File: src/rtl/cpu_pkg.sv
// Shared CPU definitions for the EXE-stage mul/div sequencer: RV64M funct3 codes,
// FSM state type and per-op decode helpers.
package cpu_pkg;

   localparam logic [2:0] F3_MUL    = 3'b000;
   localparam logic [2:0] F3_MULH   = 3'b001;
   localparam logic [2:0] F3_MULHSU = 3'b010;
   localparam logic [2:0] F3_MULHU  = 3'b011;
   localparam logic [2:0] F3_DIV    = 3'b100;
   localparam logic [2:0] F3_DIVU   = 3'b101;
   localparam logic [2:0] F3_REM    = 3'b110;
   localparam logic [2:0] F3_REMU   = 3'b111;

   typedef enum logic [1:0] {
      ST_IDLE,
      ST_START,
      ST_WAIT,
      ST_DONE
   } md_state_e;

   function automatic logic op_is_div(input logic [2:0] op);
      return op[2];
   endfunction

   // High half (MULH*) or remainder (REM*) is the architectural result
   function automatic logic op_sel_hi(input logic [2:0] op);
      return (op != F3_MUL) && (op != F3_DIV) && (op != F3_DIVU);
   endfunction

   function automatic logic op_sgn_a(input logic [2:0] op);
      return (op != F3_MULHU) && (op != F3_DIVU) && (op != F3_REMU);
   endfunction

   function automatic logic op_sgn_b(input logic [2:0] op);
      return op_sgn_a(op) && (op != F3_MULHSU);
   endfunction

endpackage

File: src/rtl/muldiv_special.sv
// Combinational front end: W-form operand extension plus divide-by-zero and
// signed-overflow detection with the architectural shortcut results.
module muldiv_special
   import cpu_pkg::*;
#(
   parameter int unsigned WIDTH = 64
) (
   input  logic [2:0]       op_i,
   input  logic             w_i,
   input  logic [WIDTH-1:0] src1_i,
   input  logic [WIDTH-1:0] src2_i,
   output logic [WIDTH-1:0] a_o,
   output logic [WIDTH-1:0] b_o,
   output logic             shortcut_o,
   output logic [WIDTH-1:0] sc_lo_o,
   output logic [WIDTH-1:0] sc_hi_o
);

   logic             sgn_a;
   logic             sgn_b;
   logic [WIDTH-1:0] int_min;
   logic             div_zero;
   logic             div_ovf;

   assign sgn_a = op_sgn_a(op_i);
   assign sgn_b = op_sgn_b(op_i);

   always_comb begin
      a_o = src1_i;
      b_o = src2_i;
      if (w_i) begin
         a_o = sgn_a ? {{(WIDTH-32){src1_i[31]}}, src1_i[31:0]} : {{(WIDTH-32){1'b0}}, src1_i[31:0]};
         b_o = sgn_b ? {{(WIDTH-32){src2_i[31]}}, src2_i[31:0]} : {{(WIDTH-32){1'b0}}, src2_i[31:0]};
      end
   end

   // Checking the extended operands covers both modes: the 32-bit INT_MIN and -1
   // appear here already sign-extended to full width.
   assign int_min  = w_i ? {{(WIDTH-31){1'b1}}, {31{1'b0}}} : {1'b1, {(WIDTH-1){1'b0}}};
   assign div_zero = (b_o == '0);
   assign div_ovf  = sgn_a && (a_o == int_min) && (b_o == '1);

   assign shortcut_o = op_is_div(op_i) && (div_zero || div_ovf);
   assign sc_lo_o    = div_zero ? '1  : a_o;
   assign sc_hi_o    = div_zero ? a_o : '0;

endmodule

File: src/rtl/muldiv_sched.sv
// Sequencer for the shared iterative mul/div unit: accepts one RV64M op, shortcuts
// div-by-zero/overflow, otherwise drives the unit and holds the formatted result.
module muldiv_sched
   import cpu_pkg::*;
#(
   parameter int unsigned WIDTH      = 64,
   parameter int unsigned MAX_CYCLES = 80
) (
   input  logic             clk,
   input  logic             rst,
   input  logic             flush,
   input  logic             req_valid,
   output logic             req_ready,
   input  logic [2:0]       req_op,
   input  logic             req_32bit,
   input  logic [WIDTH-1:0] req_src1,
   input  logic [WIDTH-1:0] req_src2,
   output logic             resp_valid,
   input  logic             resp_ready,
   output logic [WIDTH-1:0] resp_result,
   output logic             unit_start,
   output logic             unit_is_div,
   output logic             unit_sgn_a,
   output logic             unit_sgn_b,
   output logic [WIDTH-1:0] unit_a,
   output logic [WIDTH-1:0] unit_b,
   output logic             unit_flush,
   input  logic             unit_done,
   input  logic [WIDTH-1:0] unit_lo,
   input  logic [WIDTH-1:0] unit_hi,
   output logic             wdog_err
);

   localparam int unsigned CW = $clog2(MAX_CYCLES + 1);

   md_state_e        state_q;
   logic [2:0]       op_q;
   logic             w_q;
   logic [CW-1:0]    cnt_q;
   logic             unit_start_q;
   logic             unit_flush_q;
   logic             unit_is_div_q;
   logic             unit_sgn_a_q;
   logic             unit_sgn_b_q;
   logic [WIDTH-1:0] unit_a_q;
   logic [WIDTH-1:0] unit_b_q;
   logic [WIDTH-1:0] result_q;
   logic             wdog_err_q;

   logic [WIDTH-1:0] ext_a;
   logic [WIDTH-1:0] ext_b;
   logic             shortcut;
   logic [WIDTH-1:0] sc_lo;
   logic [WIDTH-1:0] sc_hi;

   muldiv_special #(
      .WIDTH (WIDTH)
   ) u_special (
      .op_i       (req_op),
      .w_i        (req_32bit),
      .src1_i     (req_src1),
      .src2_i     (req_src2),
      .a_o        (ext_a),
      .b_o        (ext_b),
      .shortcut_o (shortcut),
      .sc_lo_o    (sc_lo),
      .sc_hi_o    (sc_hi)
   );

   function automatic logic [WIDTH-1:0] fmt_result(input logic [2:0] op, input logic w,
                                                   input logic [WIDTH-1:0] lo, input logic [WIDTH-1:0] hi);
      logic [WIDTH-1:0] r;
      r = op_sel_hi(op) ? hi : lo;
      if (w) r = {{(WIDTH-32){r[31]}}, r[31:0]};
      return r;
   endfunction

   always_ff @(posedge clk or posedge rst) begin
      if (rst) begin
         state_q       <= ST_IDLE;
         op_q          <= '0;
         w_q           <= 1'b0;
         cnt_q         <= '0;
         unit_start_q  <= 1'b0;
         unit_flush_q  <= 1'b0;
         unit_is_div_q <= 1'b0;
         unit_sgn_a_q  <= 1'b0;
         unit_sgn_b_q  <= 1'b0;
         unit_a_q      <= '0;
         unit_b_q      <= '0;
         result_q      <= '0;
         wdog_err_q    <= 1'b0;
      end else begin
         unit_start_q <= 1'b0;
         unit_flush_q <= 1'b0;
         if (flush) begin
            if ((state_q == ST_START) || (state_q == ST_WAIT)) unit_flush_q <= 1'b1;
            state_q <= ST_IDLE;
         end else begin
            case (state_q)
               ST_IDLE: begin
                  if (req_valid) begin
                     op_q <= req_op;
                     w_q  <= req_32bit;
                     if (shortcut) begin
                        result_q <= fmt_result(req_op, req_32bit, sc_lo, sc_hi);
                        state_q  <= ST_DONE;
                     end else begin
                        unit_is_div_q <= op_is_div(req_op);
                        unit_sgn_a_q  <= op_sgn_a(req_op);
                        unit_sgn_b_q  <= op_sgn_b(req_op);
                        unit_a_q      <= ext_a;
                        unit_b_q      <= ext_b;
                        unit_start_q  <= 1'b1;
                        state_q       <= ST_START;
                     end
                  end
               end
               ST_START: begin
                  cnt_q   <= '0;
                  state_q <= ST_WAIT;
               end
               ST_WAIT: begin
                  // Expiry fires on the cycle the count would step to MAX_CYCLES
                  if (unit_done) begin
                     result_q <= fmt_result(op_q, w_q, unit_lo, unit_hi);
                     state_q  <= ST_DONE;
                  end else if (cnt_q == CW'(MAX_CYCLES - 1)) begin
                     wdog_err_q   <= 1'b1;
                     unit_flush_q <= 1'b1;
                     state_q      <= ST_IDLE;
                  end else begin
                     cnt_q <= cnt_q + CW'(1);
                  end
               end
               ST_DONE: begin
                  if (resp_ready) state_q <= ST_IDLE;
               end
               default: state_q <= ST_IDLE;
            endcase
         end
      end
   end

   assign req_ready   = (state_q == ST_IDLE) && !flush;
   assign resp_valid  = (state_q == ST_DONE) && !flush;
   assign resp_result = result_q;
   assign unit_start  = unit_start_q;
   assign unit_flush  = unit_flush_q;
   assign unit_is_div = unit_is_div_q;
   assign unit_sgn_a  = unit_sgn_a_q;
   assign unit_sgn_b  = unit_sgn_b_q;
   assign unit_a      = unit_a_q;
   assign unit_b      = unit_b_q;
   assign wdog_err    = wdog_err_q;

endmodule

File: config.mk
export PLATFORM = sky130hd
export DESIGN_NAME = muldiv_sched
export DESIGN_NICKNAME = d
export VERILOG_FILES = /design/src/rtl/cpu_pkg.sv /design/src/rtl/muldiv_special.sv /design/src/rtl/muldiv_sched.sv
export SDC_FILE = /design/constraint.sdc
export NUM_CORES = 1
export LEC_CHECK = 0
export ABC_CLOCK_PERIOD_IN_PS = 12500
export BUFFER_PORTS_ARGS = -buffer_cell sky130_fd_sc_hd__buf_4
export CAP_MARGIN = 10
export CORE_AREA = 2 2 179 181
export CTS_CLUSTER_SIZE = 14
export DETAILED_ROUTE_END_ITERATION = 10
export DIE_AREA = 0 0 181 183
export GPL_ROUTABILITY_DRIVEN = 1
export HOLD_SLACK_MARGIN = 0.15
export REMOVE_ABC_BUFFERS = 1
export SLEW_MARGIN = 25
export SYNTH_ARGS = -nofsm -noshare
export SYNTH_HDL_FRONTEND = slang
export SYNTH_SLANG_ARGS = --single-unit
File: constraint.sdc
create_clock -name clk -period 12.5 [get_ports clk]
set_input_delay 0.625 -clock clk [delete_from_list [all_inputs] [get_ports clk]]
set_output_delay 0.625 -clock clk [all_outputs]
set_load 0.05 [all_outputs]
==> results of run 1 <==
==> worst reg2reg max path, cell delays in order (launching register included) <==
cell	delay [ps]
dfrtp_1	410
inv_1	90
ha_2	760
o21a_4	850
a21boi_4	720
buf_4	550
o32ai_1	230
==> cells in the mapped netlist (all sizes together) (33+ instances only) <==
master / n
a21o: 60
a21oi: 98
clkbuf: 61
dfrtp: 211
inv: 82
mux2: 74
mux2i: 33
nand2: 171
nand3: 34
nor4: 35
o2111ai: 35
o21ai: 47
==> flip-flops by register name, indices dropped and copies added (netlist names), 2 cells and up <==
| signal | count |
|---|---|
| unit_b | 64 |
| state_q | 2 |
| cnt_q | 7 |
| unit_a | 64 |
| op_q | 3 |
| resp_result | 64 |
==> final cells by class <==
class                   count  area share
diodes                      1    0.000160
clock buffers              38      0.0481
clock inverters             7     0.00431
inverters                  82      0.0204
multi-input cells         749       0.326
flip-flops and latches    211       0.337
well taps                 402      0.0321
repair buffers            480       0.233
==> through the flow <==
stage	worst slack (ps)	utilization	hold slack (ps)	cells	total power [mW]
5_1_grt	8030	0.502	223	1970	4.87
6_report	8310	0.502	144	1970	4.66
3_3_place_gp	7420	0.474	460	1922	3.89
2_1_floorplan	1370	-	450	1042	3.04
3_5_place_dp	7460	0.474	466	1923	3.93
4_1_cts	7990	0.501	325	1968	4.68
==> routing by layer <==
layer | share of wire | track usage
met1 | 0.39 | 0.322
met2 | 0.49 | 0.449
met3 | 0.089 | 0.0693
met4 | 0.038 | 0.0998
met5 | 0 | 0
==> power groups by stage <==
stage	clock network (mW)	logic [mW]	registers, mW
3_5_place_dp	0	2.76	1.17
4_1_cts	0.754	2.77	1.16
5_1_grt	0.779	2.90	1.20
2_1_floorplan	0	0.897	2.14
3_3_place_gp	0	2.73	1.16
6_report	0.737	2.76	1.16
==> kinds of logic (layout without fill, tap and decap cells) <==
| kind of cell | after synthesis | count (layout) | share of synthesized area |
|---|---|---|---|
| xor gates and xnor gates | 4 | 4 | 0.00319 |
| and+or+nand+nor | 314 | 314 | 0.137 |
| buffers and inverters | 170 | 607 | 0.0629 |
| DFF | 211 | 211 | 0.481 |
| muxes | 107 | 107 | 0.106 |
| adders and majority gates | 5 | 5 | 0.00570 |
| AOI/OAI and AO/OA | 319 | 319 | 0.204 |
| other | 0 | 1 | 0 |
==> worst max-delay path by stage <==
stage | from | endpoint | slack (ps) | depth (start not counted)
floorplan | req_32bit | unit_a[0]$_DFFE_PP0P_ | 1370 | 5
global placement | req_32bit | unit_a[31]$_DFFE_PP0P_ | 7420 | 9
detailed placement | req_32bit | unit_a[31]$_DFFE_PP0P_ | 7460 | 9
CTS | req_32bit | unit_a[31]$_DFFE_PP0P_ | 7990 | 9
global route | req_32bit | unit_a[31]$_DFFE_PP0P_ | 8030 | 10
finish | req_32bit | unit_a[31]$_DFFE_PP0P_ | 8310 | 10
==> results.md, run 1 <==
* Outcome: completed
* Antenna violations before repair at 1
* Crit path top cell by count: buf_4
* Peak VDD IR at 163 uV
* Pwr dens at 297 mW/mm2
* Worst skew pair latency at 530 ps
* Comb pwr share at 0.592
* Fmax at 238 MHz
* Vias in the first global route at 11.0k
* Fin crit period at 4190 ps
* Seq pwr share at 0.250
* P_leak at 7.68 nW
* Worst Tran Pin Value at 1060 ps
* Post-Syn Area at 0.0110 mm2
* Root Buffer: clkbuf_16
* # Post-CTS Setup Buffers at 0
* IO Pins at 466
* YS warnings at 0
* Int Power at 2.27 mW
* Net Switching at 2.39 mW
* Crit path buf inv count at 4
* Multi-input gate area at 0.00511 mm2
* Largest net degree at the start of global routing at 141
* Largest stage delay, worst path at 630 ps
* Dpl cell area at 0.0148 mm2
* Post-synthesis cell type count at 49
* Routed vias at 10.9k
* CP required at 12910 ps
* Count of final setup violators at 0
* Gr ovfl total at 0
* Most area-hungry cell type in the Yosys netlist: dfrtp_1
* Post-synthesis async set-or-reset flop share at 1.00
* CTS sink count at 211
* Synth top area cells: dfrtp_1 48%, mux2_2 7.6%, nand2_1 5.8%, a21oi_1 4.5%, a21o_1 4.1%
* Top cell type's share of synthesized area at 0.481
* Critical path's top delay family: buffers and inverters
* Reg2Reg Depth at 6
* Drt total wl at 45300 um
* Max Cap Viol at 0
* Clock tree buffer depth at 3
* Post-layout nets at 1820
* Post-synthesis sequential area ratio at 0.481
* Relative slew slack at 0.295
* Via density at 5.52
* HP Class: primary input to asynchronous set/reset pin
* Crit-path cells: buf_4 -> nand2b_1 -> or4_1 -> a2111oi_0 -> or4b_1 -> o221ai_4 -> buf_4 -> buf_4 -> buf_16 -> mux2_2
* Slowest CP cell: a2111oi_0
* Die width at 181 um
* Core area at 0.0312 mm2
* Worst Path Class, Setup: primary input to register
* Max-slew violations at 0
* Ys flop type: dfrtp_1
* # rows at 65
* WL per Instance at 23.0 um
* Total Neg Setup Slack at 0 ps
* Syn avg cell area at 9.71 um2
* Worst R2R Setup Slack at 8740 ps
* Drc violations at 0
* Highest net fanout along the worst path at 74
* P&R area growth vs syn at 42.9%
* Die area at 0.0331 mm2
* Crit path capture type: register
* Layout cell share with drive strength beyond 1 at 0.402
* Cts bufs inserted at 25
* Worst clock skew at 8.95 ps
* Reg-to-Reg Start: state_q[0]$_DFFE_PP0P_
* Sequential cell area at 0.00528 mm2
* Global-route wire length before repair at 67200 um
* I/O Buffers at 465
* Htree depth at 1
* Cells after Synth at 1130
* Final Cycle Share at 0.336
* Critical Path Source Type: primary input
* Initial DRC count at 681
* Commonest cells after routing, fill and taps aside: 477 x buf_4, 211 x dfrtp_1, 170 x nand2_1
* Placed wire-length estimate at 32400 um
* Post-CTS Hold Fix Bufs at 0
* Worst-path clk slew at 60 ps
* RSZ-0062 raised after global routing: no
* Initial core utilization at 0.351
* Hold Vio Cnt, Final at 0
* Clock power share at 0.158
* Commonest non-fill, non-tap cell in the layout: buf_4
* Layout filler cell count at 3005
* Sw frac at 0.512
* Yosys reg bits at 211
* Total GRT Usage at 0.264
* WP data arrival at 4600 ps
* Number of synthesized flops with an enable pin at 0
* CTS tree: built
* TritonRoute pass-1 iters at 5
* Die H at 183 um
* Post-cts gate resize count at 0
* Finished Cell Area at 0.0157 mm2
* Gpl congestion at 0.903
* Reg2Reg Capture Point: resp_result[4]$_DFFE_PP0P_
* Detail Route Antenna Nets at 0
Power figures use the tool's default switching activity.
==> run 2, diff against run 1 <==
Settings changed: ABC_CLOCK_PERIOD_IN_PS 12500 to 3530, CORE_AREA 2 2 179 181 to 2 2 181 183, DIE_AREA 0 0 181 183 to 0 0 183 185.
Clock period 12.5 ns to 3.53 ns, I/O delays scaled along.
==> run 2 against run 1 <==
Compared with the run above:
- die area is 2.2% higher
- power grew to 3.7 times the previous value
- sequential share of layout area is 4.3 points lower
==> results.md, run 2 (synthesis results as in run 1) <==
* Peak VDD IR at 687 uV
* Worst-path clk slew at 60 ps
* WP data arrival at 3870 ps
* IO Pins at 466
* Pwr dens at 946 mW/mm2
* Die H at 185 um
* Via density at 5.33
* Outcome: completed
* P&R area growth vs syn at 63.9%
* Reg2Reg Depth at 8
* Worst Path Class, Setup: primary input to register
* Critical Path Source Type: primary input
* Max-slew violations at 0
* Clock tree buffer depth at 3
* Largest net degree at the start of global routing at 118
* Core area at 0.0320 mm2
* Hold Path Depth at 5
* Die area at 0.0339 mm2
* Fmax at 291 MHz
* CP required at 3970 ps
* Gpl congestion at 0.843
* P_leak at 8.60 nW
* Commonest cells after routing, fill and taps aside: 494 x buf_4, 211 x dfrtp_1, 201 x dlygate4sd3_1
* Placed wire-length estimate at 33100 um
* TritonRoute pass-1 iters at 5
* Reg-to-Reg Start: state_q[0]$_DFFE_PP0P_
* Crit path capture type: register
* Vias in the first global route at 12.1k
* Drt total wl at 48000 um
* HP Class: primary input to register
* Antenna violations before repair at 1
* Drc violations at 0
* Routed vias at 11.7k
* Max Cap Viol at 0
* CTS sink count at 211
* Hold worst-path end: resp_result[63]$_DFFE_PP0P_
* CTS tree: built
* RSZ-0062 raised after global routing: no
* Gr ovfl total at 0
* Global-route wire length before repair at 71300 um
* # Post-CTS Setup Buffers at 0
* Count of final setup violators at 0
* Total Power at 17.0 mW
* Commonest non-fill, non-tap cell in the layout: buf_4
* Hold Vio Cnt, Final at 0
* Worst Tran Pin Value at 1050 ps
* Worst R2R Setup Slack at 730 ps
* Highest net fanout along the worst path at 60
* Hold path startpoint: unit_hi[63]
* Fin crit period at 3430 ps
* Relative slew slack at 0.301
* Total GRT Usage at 0.274
* Initial DRC count at 506
* Post-layout nets at 2046
* Final Cycle Share at 0.972
* Cts bufs inserted at 26
* Layout cell share with drive strength beyond 1 at 0.365
* Worst clock skew at 13.2 ps
* Util after Layout at 0.561
* Initial core utilization at 0.343
* Die width at 183 um
* Reg2Reg Capture Point: resp_result[42]$_DFFE_PP0P_
* I/O Buffers at 465
* Root Buffer: clkbuf_16
* Worst skew pair latency at 530 ps
* WL per Instance at 21.8 um
* Detail Route Antenna Nets at 0
* # rows at 66
* Htree depth at 1
-- run 2: through the flow --
| stage | instances | cell area (um2) | hold slack [ps] | setup WS (ps) | TNS, ps |
|---|---|---|---|---|---|
| after floorplan | 1042 | 10600 | 282 | -7150 | -1661930 |
| after CTS | 2201 | 18000 | 151 | 153 | 0 |
| after global routing | 2202 | 18000 | 199 | 22.1 | 0 |
| final | 2203 | 18000 | 166 | 97.2 | 0 |
| after global placement | 1954 | 15100 | 429 | 181 | 0 |
| after detailed placement | 1954 | 15100 | 435 | 159 | 0 |
-- run 2: where the power goes --
group          switching (mW)  internal [mW]  leakage (nW)
sequential              0.643           3.49          2.65
clock                    1.07           1.58         0.415
combinational            6.84           3.40          5.53
-- run 2: final cells by class --
| type | count | area, um2 |
|---|---|---|
| Clock buffer | 41 | 818 |
| Fill cell | 2791 | 14100 |
| Antenna cell | 2 | 5.00 |
| Inverter | 82 | 315 |
| Clock inverter | 5 | 30.0 |
| Tap cell | 408 | 510 |
| Sequential cell | 211 | 5280 |
| Timing Repair Buffer | 705 | 5920 |
| Multi-Input combinational cell | 749 | 5100 |
-- run 2: worst max path at each step --
stage	start	end	slack [ps]	cells after the start
after CTS	req_src1[28]	resp_result[56]$_DFFE_PP0P_	150	10
after global placement	req_src1[28]	state_q[1]$_DFFE_PP0P_	180	8
final	req_src1[28]	resp_result[56]$_DFFE_PP0P_	100	10
after floorplan	req_32bit	unit_a[0]$_DFFE_PP0P_	-7150	5
after global routing	req_src1[28]	resp_result[56]$_DFFE_PP0P_	20	10
after detailed placement	req_src1[28]	resp_result[7]$_DFFE_PP0P_	160	8
-- run 2: metal layers --
metal,GRT usage,wire (um),up-vias
li1,-,-,5389
met1,0.325,18600,5669
met2,0.470,22900,565
met3,0.0684,4160,117
met4,0.125,2340,0
met5,0,0,-
-- run 2: what timing repair did --
item / CTS / global route
endpoints found under the hold margin: 320 / 0
hold buffers: 201 / 0
resized for setup: 0 / 2
endpoints found under the setup margin: 0 / 5
-- run 2: critical path, stage by stage --
cell and delay (ps):
dlygate4sd3_1 530, buf_4 160, or4_1 550, or4_1 510, or4_1 520, a2111oi_2 290
o2111ai_1 180, and2_4 440, buf_4 300, o22ai_1 130
